==> src/rtl/leaf_pkt_pkg.sv <==
// Shared definitions for the leaf output scheduler: packet field positions,
// scheduler FSM states and credit counter sizing.
package leaf_pkt_pkg;

  localparam int unsigned VALID_BIT = 48;
  localparam int unsigned LEAF_LSB  = 43;
  localparam int unsigned PORT_LSB  = 39;
  localparam int unsigned ADDR_LSB  = 32;

  typedef enum logic [1:0] {
    IDLE,
    RUN,
    HOLD
  } sched_state_e;

  // One extra bit so a full buffer (2^bram_addr_bits words) is representable.
  function automatic int unsigned credit_w(input int unsigned bram_addr_bits);
    return bram_addr_bits + 1;
  endfunction

endpackage

==> src/rtl/rr_arbiter.sv <==
// Combinational round-robin arbiter: first requester at or after i_ptr wins.
module rr_arbiter #(
  parameter  int unsigned N  = 7,
  localparam int unsigned IW = (N > 1) ? $clog2(N) : 1
) (
  input  logic [N-1:0]  i_req,
  input  logic [IW-1:0] i_ptr,
  output logic [N-1:0]  o_grant,
  output logic [IW-1:0] o_winner,
  output logic          o_any
);

  int unsigned   w_sum;
  logic [IW-1:0] w_idx;

  always_comb begin
    o_grant  = '0;
    o_winner = '0;
    o_any    = 1'b0;
    w_sum    = 0;
    w_idx    = '0;
    for (int unsigned k = 0; k < N; k++) begin
      w_sum = 32'(i_ptr) + k;
      if (w_sum >= N) w_sum = w_sum - N;
      w_idx = IW'(w_sum);
      if (!o_any && i_req[w_idx]) begin
        o_grant[w_idx] = 1'b1;
        o_winner       = w_idx;
        o_any          = 1'b1;
      end
    end
  end

endmodule

==> src/rtl/leaf_out_scheduler.sv <==
// Per-leaf output scheduler: round-robin over credited user output streams,
// packing each accepted word into a BFT packet with destination and address.
module leaf_out_scheduler
  import leaf_pkt_pkg::*;
#(
  parameter int unsigned PACKET_BITS           = 49,
  parameter int unsigned PAYLOAD_BITS          = 32,
  parameter int unsigned NUM_LEAF_BITS         = 5,
  parameter int unsigned NUM_PORT_BITS         = 4,
  parameter int unsigned NUM_ADDR_BITS         = 7,
  parameter int unsigned NUM_OUT_PORTS         = 7,
  parameter int unsigned NUM_BRAM_ADDR_BITS    = 7,
  parameter int unsigned FREESPACE_UPDATE_SIZE = 64
) (
  input  logic                                   clk,
  input  logic                                   reset,
  input  logic [NUM_OUT_PORTS-1:0]               vld_user2interface,
  input  logic [NUM_OUT_PORTS*PAYLOAD_BITS-1:0]  din_leaf_user2interface,
  output logic [NUM_OUT_PORTS-1:0]               ack_interface2user,
  input  logic                                   cfg_we,
  input  logic [NUM_PORT_BITS-1:0]               cfg_port,
  input  logic [NUM_LEAF_BITS+NUM_PORT_BITS-1:0] cfg_dest,
  input  logic                                   credit_vld,
  input  logic [NUM_PORT_BITS-1:0]               credit_port,
  input  logic                                   resend,
  output logic [PACKET_BITS-1:0]                 pkt_out,
  input  logic                                   pkt_rdy
);

  localparam int unsigned DEST_BITS  = NUM_LEAF_BITS + NUM_PORT_BITS;
  localparam int unsigned CW         = credit_w(NUM_BRAM_ADDR_BITS);
  localparam int unsigned SW         = CW + 1;
  localparam int unsigned CREDIT_MAX = 1 << NUM_BRAM_ADDR_BITS;
  localparam int unsigned PW         = (NUM_OUT_PORTS > 1) ? $clog2(NUM_OUT_PORTS) : 1;

  sched_state_e             r_state, w_state_nxt;
  logic                     w_sched_en;
  logic [NUM_OUT_PORTS-1:0] r_cfgd;
  logic [DEST_BITS-1:0]     r_dest    [NUM_OUT_PORTS];
  logic [CW-1:0]            r_credit  [NUM_OUT_PORTS];
  logic [NUM_ADDR_BITS-1:0] r_wr_addr [NUM_OUT_PORTS];
  logic [PW-1:0]            r_rr_ptr;
  logic [PACKET_BITS-1:0]   r_pkt;

  logic [NUM_OUT_PORTS-1:0] w_cfg_hit, w_credit_hit, w_req, w_grant;
  logic [PW-1:0]            w_winner;
  logic                     w_any, w_slot_free;
  logic [PAYLOAD_BITS-1:0]  w_sel_data;
  logic [DEST_BITS-1:0]     w_sel_dest;
  logic [NUM_ADDR_BITS-1:0] w_sel_addr;
  logic [CW-1:0]            w_credit_nxt [NUM_OUT_PORTS];
  logic [SW-1:0]            w_sum;

  // Out-of-range cfg/credit port numbers never match, so they are dropped here.
  always_comb begin
    for (int i = 0; i < NUM_OUT_PORTS; i++) begin
      w_cfg_hit[i]    = cfg_we && (cfg_port == NUM_PORT_BITS'(i));
      w_credit_hit[i] = credit_vld && (credit_port == NUM_PORT_BITS'(i));
    end
  end

  always_ff @(posedge clk or posedge reset) begin
    if (reset) r_state <= IDLE;
    else       r_state <= w_state_nxt;
  end

  always_comb begin
    w_state_nxt = r_state;
    w_sched_en  = 1'b0;
    case (r_state)
      IDLE: if (|w_cfg_hit) w_state_nxt = RUN;
      RUN: begin
        w_sched_en = !resend;
        if (resend) w_state_nxt = HOLD;
      end
      HOLD:    if (!resend) w_state_nxt = RUN;
      default: w_state_nxt = IDLE;
    endcase
  end

  assign w_slot_free = !r_pkt[VALID_BIT] || pkt_rdy;

  always_comb begin
    for (int i = 0; i < NUM_OUT_PORTS; i++) begin
      w_req[i] = vld_user2interface[i] && r_cfgd[i] && (r_credit[i] != '0) &&
                 !w_cfg_hit[i] && w_sched_en && w_slot_free;
    end
  end

  rr_arbiter #(.N(NUM_OUT_PORTS)) u_arb (
    .i_req    (w_req),
    .i_ptr    (r_rr_ptr),
    .o_grant  (w_grant),
    .o_winner (w_winner),
    .o_any    (w_any)
  );

  assign ack_interface2user = w_grant;

  always_comb begin
    w_sel_data = '0;
    w_sel_dest = '0;
    w_sel_addr = '0;
    for (int i = 0; i < NUM_OUT_PORTS; i++) begin
      if (w_grant[i]) begin
        w_sel_data = din_leaf_user2interface[i*PAYLOAD_BITS +: PAYLOAD_BITS];
        w_sel_dest = r_dest[i];
        w_sel_addr = r_wr_addr[i];
      end
    end
  end

  // Grant and freespace return net together before saturating; cfg reload wins.
  always_comb begin
    w_sum = '0;
    for (int i = 0; i < NUM_OUT_PORTS; i++) begin
      w_sum = {1'b0, r_credit[i]} - SW'(w_grant[i]) +
              (w_credit_hit[i] ? SW'(FREESPACE_UPDATE_SIZE) : SW'(0));
      if (w_sum > SW'(CREDIT_MAX)) w_sum = SW'(CREDIT_MAX);
      w_credit_nxt[i] = w_cfg_hit[i] ? CW'(CREDIT_MAX) : w_sum[CW-1:0];
    end
  end

  always_ff @(posedge clk or posedge reset) begin
    if (reset) begin
      r_cfgd <= '0;
      for (int i = 0; i < NUM_OUT_PORTS; i++) begin
        r_dest[i]    <= '0;
        r_credit[i]  <= CW'(CREDIT_MAX);
        r_wr_addr[i] <= '0;
      end
    end else begin
      for (int i = 0; i < NUM_OUT_PORTS; i++) begin
        r_credit[i] <= w_credit_nxt[i];
        if (w_cfg_hit[i]) begin
          r_cfgd[i]    <= 1'b1;
          r_dest[i]    <= cfg_dest;
          r_wr_addr[i] <= '0;
        end else if (w_grant[i]) begin
          r_wr_addr[i] <= r_wr_addr[i] + NUM_ADDR_BITS'(1);
        end
      end
    end
  end

  always_ff @(posedge clk or posedge reset) begin
    if (reset) begin
      r_rr_ptr <= '0;
      r_pkt    <= '0;
    end else if (w_any) begin
      r_rr_ptr <= (32'(w_winner) == NUM_OUT_PORTS - 1) ? '0 : w_winner + PW'(1);
      r_pkt    <= {1'b1, w_sel_dest, w_sel_addr, w_sel_data};
    end else if (pkt_rdy) begin
      r_pkt[VALID_BIT] <= 1'b0;
    end
  end

  assign pkt_out = r_pkt;

endmodule

==> config.mk <==
export PLATFORM = sky130hd
export DESIGN_NAME = leaf_out_scheduler
export DESIGN_NICKNAME = d
export VERILOG_FILES = /design/src/rtl/leaf_pkt_pkg.sv /design/src/rtl/rr_arbiter.sv /design/src/rtl/leaf_out_scheduler.sv
export SDC_FILE = /design/constraint.sdc
export NUM_CORES = 1
export LEC_CHECK = 0
export ABC_AREA = 1
export BUFFER_PORTS_ARGS = -buffer_cell sky130_fd_sc_hd__clkbuf_2
export CELL_PAD_IN_SITES_DETAIL_PLACEMENT = 1
export CELL_PAD_IN_SITES_GLOBAL_PLACEMENT = 1
export CORE_MARGIN = 2
export CORE_UTILIZATION = 41
export DETAILED_ROUTE_END_ITERATION = 16
export PLACE_DENSITY_LB_ADDON = 0.1
export SLEW_MARGIN = 10
export SYNTH_ARGS = -nofsm -noshare
export SYNTH_HDL_FRONTEND = slang
export SYNTH_SLANG_ARGS = --single-unit
==> constraint.sdc <==
create_clock -name clk -period 9.77 [get_ports clk]
set_clock_uncertainty 0.05 [all_clocks]
set_input_delay 0.977 -clock clk [delete_from_list [all_inputs] [get_ports clk]]
set_output_delay 0.977 -clock clk [all_outputs]
set_load 0.01 [all_outputs]
==> implementation parameters, run 1 <==
Parameter                              Value

Timing
  Minimum setup slack in the final design ... 3270 ps
  Number of setup violations in the final report ... 0
  Slew at the pin closest to its max-slew limit ... 1040 ps
  Final sum of negative setup slack ... 0 ps
  Final Slew Violations ... 0
  Worst-case headroom to the max-slew limit ... 30.7%
  Maximum clock frequency ... 0.154 GHz
  Setup repair after global routing missed its margin ... false
  Final hold violation count ... 0
  Tcrit/Tclk final ... 66.5%
  Min cycle time layout ... 6500 ps

Worst setup path
  Slowest cell delay on critical path ... 850 ps
  Endpoint required time on the critical path ... 10180 ps
  Crit path from ... r_rr_ptr[0]
  Top fanout value on the critical path ... 55
  Type of the setup path with the least slack ... register to register
  Nature of the critical path endpoint ... register
  Critical register-to-register path startpoint ... r_rr_ptr[0]
  Arrival time worst endpoint ... 6910 ps
  Setup slack on the worst flop-to-flop path ... 3270 ps
  Startpoint kind of the worst setup timing path ... register
  Critical path's most frequent cell ... sky130_fd_sc_hd__nor2_1
  Worst R2R End ... r_credit[21]
  Slowest cell on the critical path ... sky130_fd_sc_hd__dfrtp_1
  R2r worst-path depth ... 35
  End point of the critical path ... r_credit[21]

Routing
  Number of DRC violations after detailed routing ... 0
  Count of vias placed by the detailed router ... 16500
  Number of detailed-routing iterations run before antenna repair ... 6
  Average vias per placed instance ... 5.34
  Wire length per cell ... 20.2 µm
  Detail Route Antenna Nets ... 0
  1st-iter DRT viols ... 1008
  Total wire length ... 62200 µm

Floorplanning
  I/O pin count ... 310
  Total die area ... 0.0409 mm²
  Die Height ... 202 µm
  Area inside the core boundary ... 0.0387 mm²
  Die boundary width ... 202 µm
  Initial core utilization ... 41.6%
  FP Rows ... 72

Synth
  Count of warnings emitted by yosys ... 0
  Async set or reset register ratio after synthesis ... 100%
  Synthesized flop and latch total ... 229
  Seq/Total Area, Yosys ... 35.6%
  Primary FF master, synth ... sky130_fd_sc_hd__dfrtp_1
  Post-synthesis cell area ... 0.0161 mm²
  Mean cell area of the mapped netlist ... 7.09 µm²
  Synth Instances ... 2273
  Synthesized netlist net count ... 2630
  Post-synthesis cell type count ... 52
  Count of flip-flops with a built-in enable after synthesis ... 0

GRT
  Maximum number of pins on one net before global-route repair ... 114
  Antenna violations before repair ... 2
  Sum of overflow across all layers after global routing ... 0
  Wire length of the first global-routing pass ... 97100 µm
  Overall track demand over capacity in global routing ... 30.2%
  Via count of the first global-routing pass ... 17400

CTS
  Worst-case clock buffer depth ... 3
  TritonCTS sink count ... 229
  Setup Fix Bufs, Post-CTS ... 0
  Number of CTS-inserted buffers ... 28
  Buffer type at the clock tree root ... sky130_fd_sc_hd__clkbuf_16
  CTS H-Tree Depth ... 1
  Clock tree from TritonCTS ... yes
  Reg clk slew, reported paths ... 60 ps
  Insertion delay to the later sink of the worst-skew pair ... 580 ps
  Number of buffers added to fix hold violations after cts ... 0
  PostCTS Resize Cnt ... 0

Flow run
  Count of max-cap constraint violations ... 0

Place
  Placed standard-cell area ... 0.0180 mm²
  Number of buffers added on ports ... 309
  DP Worst Slack ... 3280 ps
  Gpl congestion ... 0.953
  Sum of net half-perimeters after detailed placement ... 47300 µm
  Number of instances in the placed design ... 3028

Layout
  Total number of nets in the final design ... 2897
  Finished Cell Area ... 0.0189 mm²
  Fraction of final layout cells sized beyond drive strength 1 ... 17.5%
  Layout-stage area growth over the synthesis result ... 17.3%
  Final non-filler cell total ... 3081
  Filler cells ... 5118

Status
  Result of the run ... complete, no violations

Worst hold path
  Hold crit path type ... register to register
[through the flow]
stage	hold slack [ps]	utilization (%)
finish	422	48.8
CTS	420	48.8
floorplan	384	-
detailed placement	407	46.5
global route	442	48.8
global placement	397	46.5
[registers in the layout (all words and copies together), names as in the netlist]
signal,cells
r_wr_addr,49
r_cfgd,7
r_dest,63
pkt_out,49
r_rr_ptr,3
r_credit,56
r_state,2
[cell families (layout without fill, tap and decap cells)]
kind of cell / count (synthesis) / in the layout / share of synthesized area [%]
simple gates: 1133 / 1133 / 29.6
xor+xnor: 39 / 39 / 2.33
flops: 229 / 229 / 35.6
fa+ha+maj: 103 / 103 / 8.37
other cells: 0 / 2 / 0
compound gates: 388 / 388 / 14.5
buf+inv: 381 / 669 / 9.58
[worst min path at each step]
stage          cells past startpoint  slack (ps)  startpoint         to
4_1_cts                            1         420   r_cfgd[4]  r_cfgd[4]
3_3_place_gp                       2         400   r_cfgd[0]  r_cfgd[0]
6_report                           1         420   r_cfgd[4]  r_cfgd[4]
2_1_floorplan                      2         380   r_cfgd[0]  r_cfgd[0]
3_5_place_dp                       1         410   r_cfgd[5]  r_cfgd[5]
5_1_grt                            1         440   r_cfgd[4]  r_cfgd[4]
[worst max-delay path, delay by kind of cell (launching register included)]
| kind | cells | cell delay [ps] |
|---|---|---|
| simple gates | 17 | 1820 |
| fa+ha+maj | 5 | 1640 |
| xor+xnor | 1 | 120 |
| flops | 1 | 850 |
| compound gates | 6 | 1160 |
| buf+inv | 6 | 710 |
[routing by layer]
metal,part of all wire (%),GRT usage (%)
met2,50,55.4
met3,4.3,3.21
met5,0,0
met1,41,35.8
met4,4.7,13.1
[cell type report]
type / instances / area, µm² / share of cell area (%)
Multi-Input combinational cell: 1663 / 8840 / 46.8
Sequential cell: 229 / 5740 / 30.4
Timing Repair Buffer: 325 / 1680 / 8.88
Inverter: 293 / 1110 / 5.89
Clock buffer: 46 / 798 / 4.22
Tap cell: 518 / 648 / 3.43
Clock inverter: 5 / 75.1 / 0.397
Antenna cell: 2 / 5.00 / 0.0265
[synth_stat cells, drive strengths merged (8+ instances only)]
master    n  area, µm²
ha       95       1190
nor3     21        115
o21bai   14        105
clkbuf   40        150
nand4    19        134
nand3   177        956
fa        8        160
inv     290       1090
dfrtp   222       5560
buf      48        288
xor2     36        342
nor2    242        973
a21oi   125        644
o211ai   94        706
o21ai   127        647
nand2   663       2510
[placed cells by master (no fill, tap or decap), types with 20 or more instances in the layout]
master / n
sky130_fd_sc_hd__nand2_1: 654
sky130_fd_sc_hd__clkbuf_2: 309
sky130_fd_sc_hd__inv_1: 267
sky130_fd_sc_hd__nor2_1: 228
sky130_fd_sc_hd__dfrtp_1: 222
sky130_fd_sc_hd__nand3_1: 163
sky130_fd_sc_hd__a21oi_1: 122
sky130_fd_sc_hd__o21ai_0: 109
sky130_fd_sc_hd__ha_1: 95
sky130_fd_sc_hd__o211ai_1: 94
sky130_fd_sc_hd__xor2_1: 34
sky130_fd_sc_hd__clkbuf_16: 28
sky130_fd_sc_hd__inv_2: 20
Power of run 1 is left out: the tool's default activity adds up to more than one toggle a clock period on the data nets, which glitch-free logic cannot reach.
==> run 2: changes to the inputs <==
--- a/config.mk
+++ b/config.mk
@@ -5,12 +5,12 @@
 export SDC_FILE = /design/constraint.sdc
 export NUM_CORES = 1
 export LEC_CHECK = 0
-export ABC_AREA = 1
+export ABC_AREA = 0
 export BUFFER_PORTS_ARGS = -buffer_cell sky130_fd_sc_hd__clkbuf_2
 export CELL_PAD_IN_SITES_DETAIL_PLACEMENT = 1
 export CELL_PAD_IN_SITES_GLOBAL_PLACEMENT = 1
 export CORE_MARGIN = 2
-export CORE_UTILIZATION = 41
+export CORE_UTILIZATION = 38
 export DETAILED_ROUTE_END_ITERATION = 16
 export PLACE_DENSITY_LB_ADDON = 0.1
 export SLEW_MARGIN = 10
==> constraint.sdc (replaced) <==
create_clock -name clk -period 5.75 [get_ports clk]
set_clock_uncertainty 0.05 [all_clocks]
set_input_delay 0.575 -clock clk [delete_from_list [all_inputs] [get_ports clk]]
set_output_delay 0.575 -clock clk [all_outputs]
set_load 0.01 [all_outputs]
==> run 2 against run 1 <==
Effect of this change: worst hold slack got worse by 340 ps; synthesized area fell by 2.9%; count of clock-buffer cells in the layout fell by 12; die area rose by 4.7%; non-clock buffer count rose by 130; core utilization rose by 0.82 points; wire length rose by 4.3%; fmax rose by 16%; worst setup slack got worse by 3100 ps; sequential share of layout area fell by 2.0 points; critical endpoint is now r_credit[5].
==> implementation parameters, run 2 <==
Parameter                              Value

Status
  Result of the run ... complete, no violations (unchanged)

Layout
  Register name with the most flops ... r_dest (unchanged)
  Most common cell after layout, fill and taps aside ... sky130_fd_sc_hd__clkbuf_2 (was sky130_fd_sc_hd__nand2_1)
  Ant. Diodes ... 0 (was 2)
  Regs by FF count ... r_dest (63), r_credit (56) (unchanged)
  Finished Cell Area ... 0.0202 mm² (was 0.0189 mm²)
  Core occupancy in the finished layout ... 49.6% (was 48.8%)
  Flip-flop count of the largest register, all copies and words added ... 63 (unchanged)
  Layout-stage area growth over the synthesis result ... 29.2% (was 17.3%)
  Fraction of final layout cells sized beyond drive strength 1 ... 30.9% (was 17.5%)
  Top library cells by usage in the layout, fill and taps aside ... 309 x sky130_fd_sc_hd__clkbuf_2, 220 x sky130_fd_sc_hd__dfrtp_1, 190 x sky130_fd_sc_hd__nand2_1 (was 654 x sky130_fd_sc_hd__nand2_1, 309 x sky130_fd_sc_hd__clkbuf_2, 267 x sky130_fd_sc_hd__inv_1)
  Total number of nets in the final design ... 2484 (was 2897)

Routing
  Detail Route Antenna Nets ... 0 (unchanged)
  Count of vias placed by the detailed router ... 15700 (was 16500)
  Wire length per cell ... 24.2 µm (was 20.2 µm)
  Number of DRC violations after detailed routing ... 0 (unchanged)
  Total wire length ... 64900 µm (was 62200 µm)
  1st-iter DRT viols ... 802 (was 1008)
  Number of detailed-routing iterations run before antenna repair ... 5 (was 6)
  Average vias per placed instance ... 5.85 (was 5.34)

Timing
  Worst-case headroom to the max-slew limit ... 22.0% (was 30.7%)
  Min cycle time layout ... 5600 ps (was 6500 ps)
  Number of setup violations in the final report ... 0 (unchanged)
  Setup repair after global routing missed its margin ... true (was false)
  Slew at the pin closest to its max-slew limit ... 1170 ps (was 1040 ps)
  Final Slew Violations ... 0 (unchanged)
  Tcrit/Tclk final ... 97.4% (was 66.5%)
  Final hold violation count ... 0 (unchanged)
  Maximum clock frequency ... 0.178 GHz (was 0.154 GHz)
  Hold slack final ... 77.4 ps (was 422 ps)

CTS
  Number of buffers added to fix hold violations after cts ... 0 (unchanged)
  Insertion delay to the later sink of the worst-skew pair ... 600 ps (was 580 ps)
  Worst-case clock buffer depth ... 3 (unchanged)
  Buffer type at the clock tree root ... sky130_fd_sc_hd__clkbuf_16 (unchanged)
  Reg clk slew, reported paths ... 60 ps (about the same)
  Number of CTS-inserted buffers ... 30 (was 28)
  CTS H-Tree Depth ... 1 (unchanged)
  Clock tree from TritonCTS ... yes (unchanged)
  TritonCTS sink count ... 229 (unchanged)

Place
  Gpl congestion ... 0.988 (was 0.953)
  Number of buffers added on ports ... 309 (unchanged)
  Placed standard-cell area ... 0.0185 mm² (was 0.0180 mm²)
  Sum of net half-perimeters after detailed placement ... 47700 µm (was 47300 µm)

GRT
  Antenna violations before repair ... 0 (was 2)
  Overall track demand over capacity in global routing ... 29.5% (was 30.2%)
  Sum of overflow across all layers after global routing ... 0 (unchanged)
  Wire length of the first global-routing pass ... 96500 µm (was 97100 µm)
  Maximum number of pins on one net before global-route repair ... 62 (was 114)
  Via count of the first global-routing pass ... 16500 (was 17400)

Floorplanning
  Die boundary width ... 207 µm (was 202 µm)
  I/O pin count ... 310 (unchanged)
  Total die area ... 0.0428 mm² (was 0.0409 mm²)
  FP Rows ... 74 (was 72)
  Die Height ... 207 µm (was 202 µm)
  Initial core utilization ... 38.4% (was 41.6%)
  Area inside the core boundary ... 0.0407 mm² (was 0.0387 mm²)

Worst setup path
  Startpoint kind of the worst setup timing path ... register (unchanged)
  Slowest cell on the critical path ... sky130_fd_sc_hd__dfrtp_2 (was sky130_fd_sc_hd__dfrtp_1)
  Arrival time worst endpoint ... 6090 ps (was 6910 ps)
  Nature of the critical path endpoint ... register (unchanged)
  Type of the setup path with the least slack ... register to register (unchanged)
  Endpoint required time on the critical path ... 6230 ps (was 10180 ps)
  Slowest cell delay on critical path ... 480 ps (was 850 ps)
  Top fanout value on the critical path ... 8 (was 55)

Synth
  Synth Instances ... 1728 (was 2273)
  Top post-synthesis cells by area ... sky130_fd_sc_hd__dfrtp_1 36%, sky130_fd_sc_hd__ha_1 7.6%, sky130_fd_sc_hd__nand2_1 4.6% (was sky130_fd_sc_hd__dfrtp_1 34%, sky130_fd_sc_hd__nand2_1 15%, sky130_fd_sc_hd__ha_1 7.4%)
  Mean cell area of the mapped netlist ... 9.05 µm² (was 7.09 µm²)
  Post-synthesis cell area ... 0.0156 mm² (was 0.0161 mm²)
  Most common cell in the netlist ... sky130_fd_sc_hd__dfrtp_1 (was sky130_fd_sc_hd__nand2_1)
  Seq/Total Area, Yosys ... 36.7% (was 35.6%)
  Count of flip-flops with a built-in enable after synthesis ... 0 (unchanged)
  Post-synthesis cell type count ... 91 (was 52)
  Async set or reset register ratio after synthesis ... 100% (unchanged)
  Post-synth top area cell ... sky130_fd_sc_hd__dfrtp_1 (unchanged)
  Synth top cells by count ... 222 x sky130_fd_sc_hd__dfrtp_1, 190 x sky130_fd_sc_hd__nand2_1, 135 x sky130_fd_sc_hd__nor2_1, 116 x sky130_fd_sc_hd__inv_1, 99 x sky130_fd_sc_hd__a21oi_1 (was 655 x sky130_fd_sc_hd__nand2_1, 268 x sky130_fd_sc_hd__inv_1, 228 x sky130_fd_sc_hd__nor2_1, 222 x sky130_fd_sc_hd__dfrtp_1, 163 x sky130_fd_sc_hd__nand3_1)
  Primary FF master, synth ... sky130_fd_sc_hd__dfrtp_1 (unchanged)
  Synthesized flop and latch total ... 229 (unchanged)
  Count of warnings emitted by yosys ... 0 (unchanged)
  Share of the synthesized area in the top cell type ... 35.5% (was 34.5%)
  Synthesized netlist net count ... 2085 (was 2630)

Worst hold path
  Hold crit path type ... input pin to asynchronous set/reset pin (was register to register)

Flow run
  Count of max-cap constraint violations ... 0 (unchanged)
## run 2: cell count changes in the layout (fill, tap and decap cells not counted), sizes merged, moves of 40 or more
cell    change
o21ai      -77
o22ai      +40
inv       -168
o21bai     +48
nor2      -106
nand3     -149
o211ai     -91
nand2     -472
buf       +130
## run 2: metrics by stage
stage | instances | setup slack (ps) | setup TNS (ps)
6_report | 2683 | 147 | 0
5_1_grt | 2683 | -83.6 | -1310
4_1_cts | 2664 | 2.80 | 0
3_5_place_dp | 2608 | -238 | -3400
3_3_place_gp | 2608 | 33.9 | 0
2_1_floorplan | 1728 | 2.66 | 0
## run 2: layout make-up
type                    instances  area (µm²)
clock buffers                  34         806
clock inverters                22         323
fillers                      4781       20500
inverters                     121         463
multi-input cells            1290        9520
flip-flops and latches        229        5740
well taps                     532         666
repair buffers                455        2690
## run 2: path summary, 6_finish.rpt
path | start | endpoint | slack [ps] | cells after the start
min | reset | r_dest[38] | 80 | 2
min in group clk | din_leaf_user2interface[155] | pkt_out[27] | 160 | 2
max | r_rr_ptr[1] | r_credit[5] | 150 | 28
max in group asynchronous | reset | pkt_out[2] | 4220 | 3
min reg2reg | r_cfgd[2] | r_cfgd[2] | 420 | 1
max reg2reg | r_rr_ptr[1] | r_credit[5] | 150 | 28
## run 2: critical path, delay by kind of cell (launching register included)
family,cells,cell delay (ps)
adders and majority gates,5,1340
AOI/OAI and AO/OA,6,1250
and+or+nand+nor,7,1190
xor gates and xnor gates,1,200
buffers and inverters,9,1040
DFF,1,480
## run 2: routing by layer
layer | track usage, % | up-vias | part of all wire (%)
li1 | - | 7137 | -
met1 | 36.7 | 7927 | 41
met2 | 51.7 | 508 | 49
met3 | 4.29 | 128 | 6.0
met4 | 11.4 | 0 | 4.0
met5 | 0 | - | 0
## run 2: kinds of logic after synthesis
group / share of synthesized area (%)
simple gates: 17.6
flops: 36.7
fa+ha+maj: 8.62
xor+xnor: 4.87
mux: 2.84
buf+inv: 5.52
compound gates: 23.8
## run 2: repair_timing
| item | 4_1_cts | 5_1_grt |
|---|---|---|
| gates cloned | 0 | 1 |
| setup buffers | 0 | 18 |
| pin swaps | 0 | 41 |
| resized for setup | 11 | 76 |
| setup endpoints to repair | 39 | 68 |
Power of run 2 is left out for the same reason.
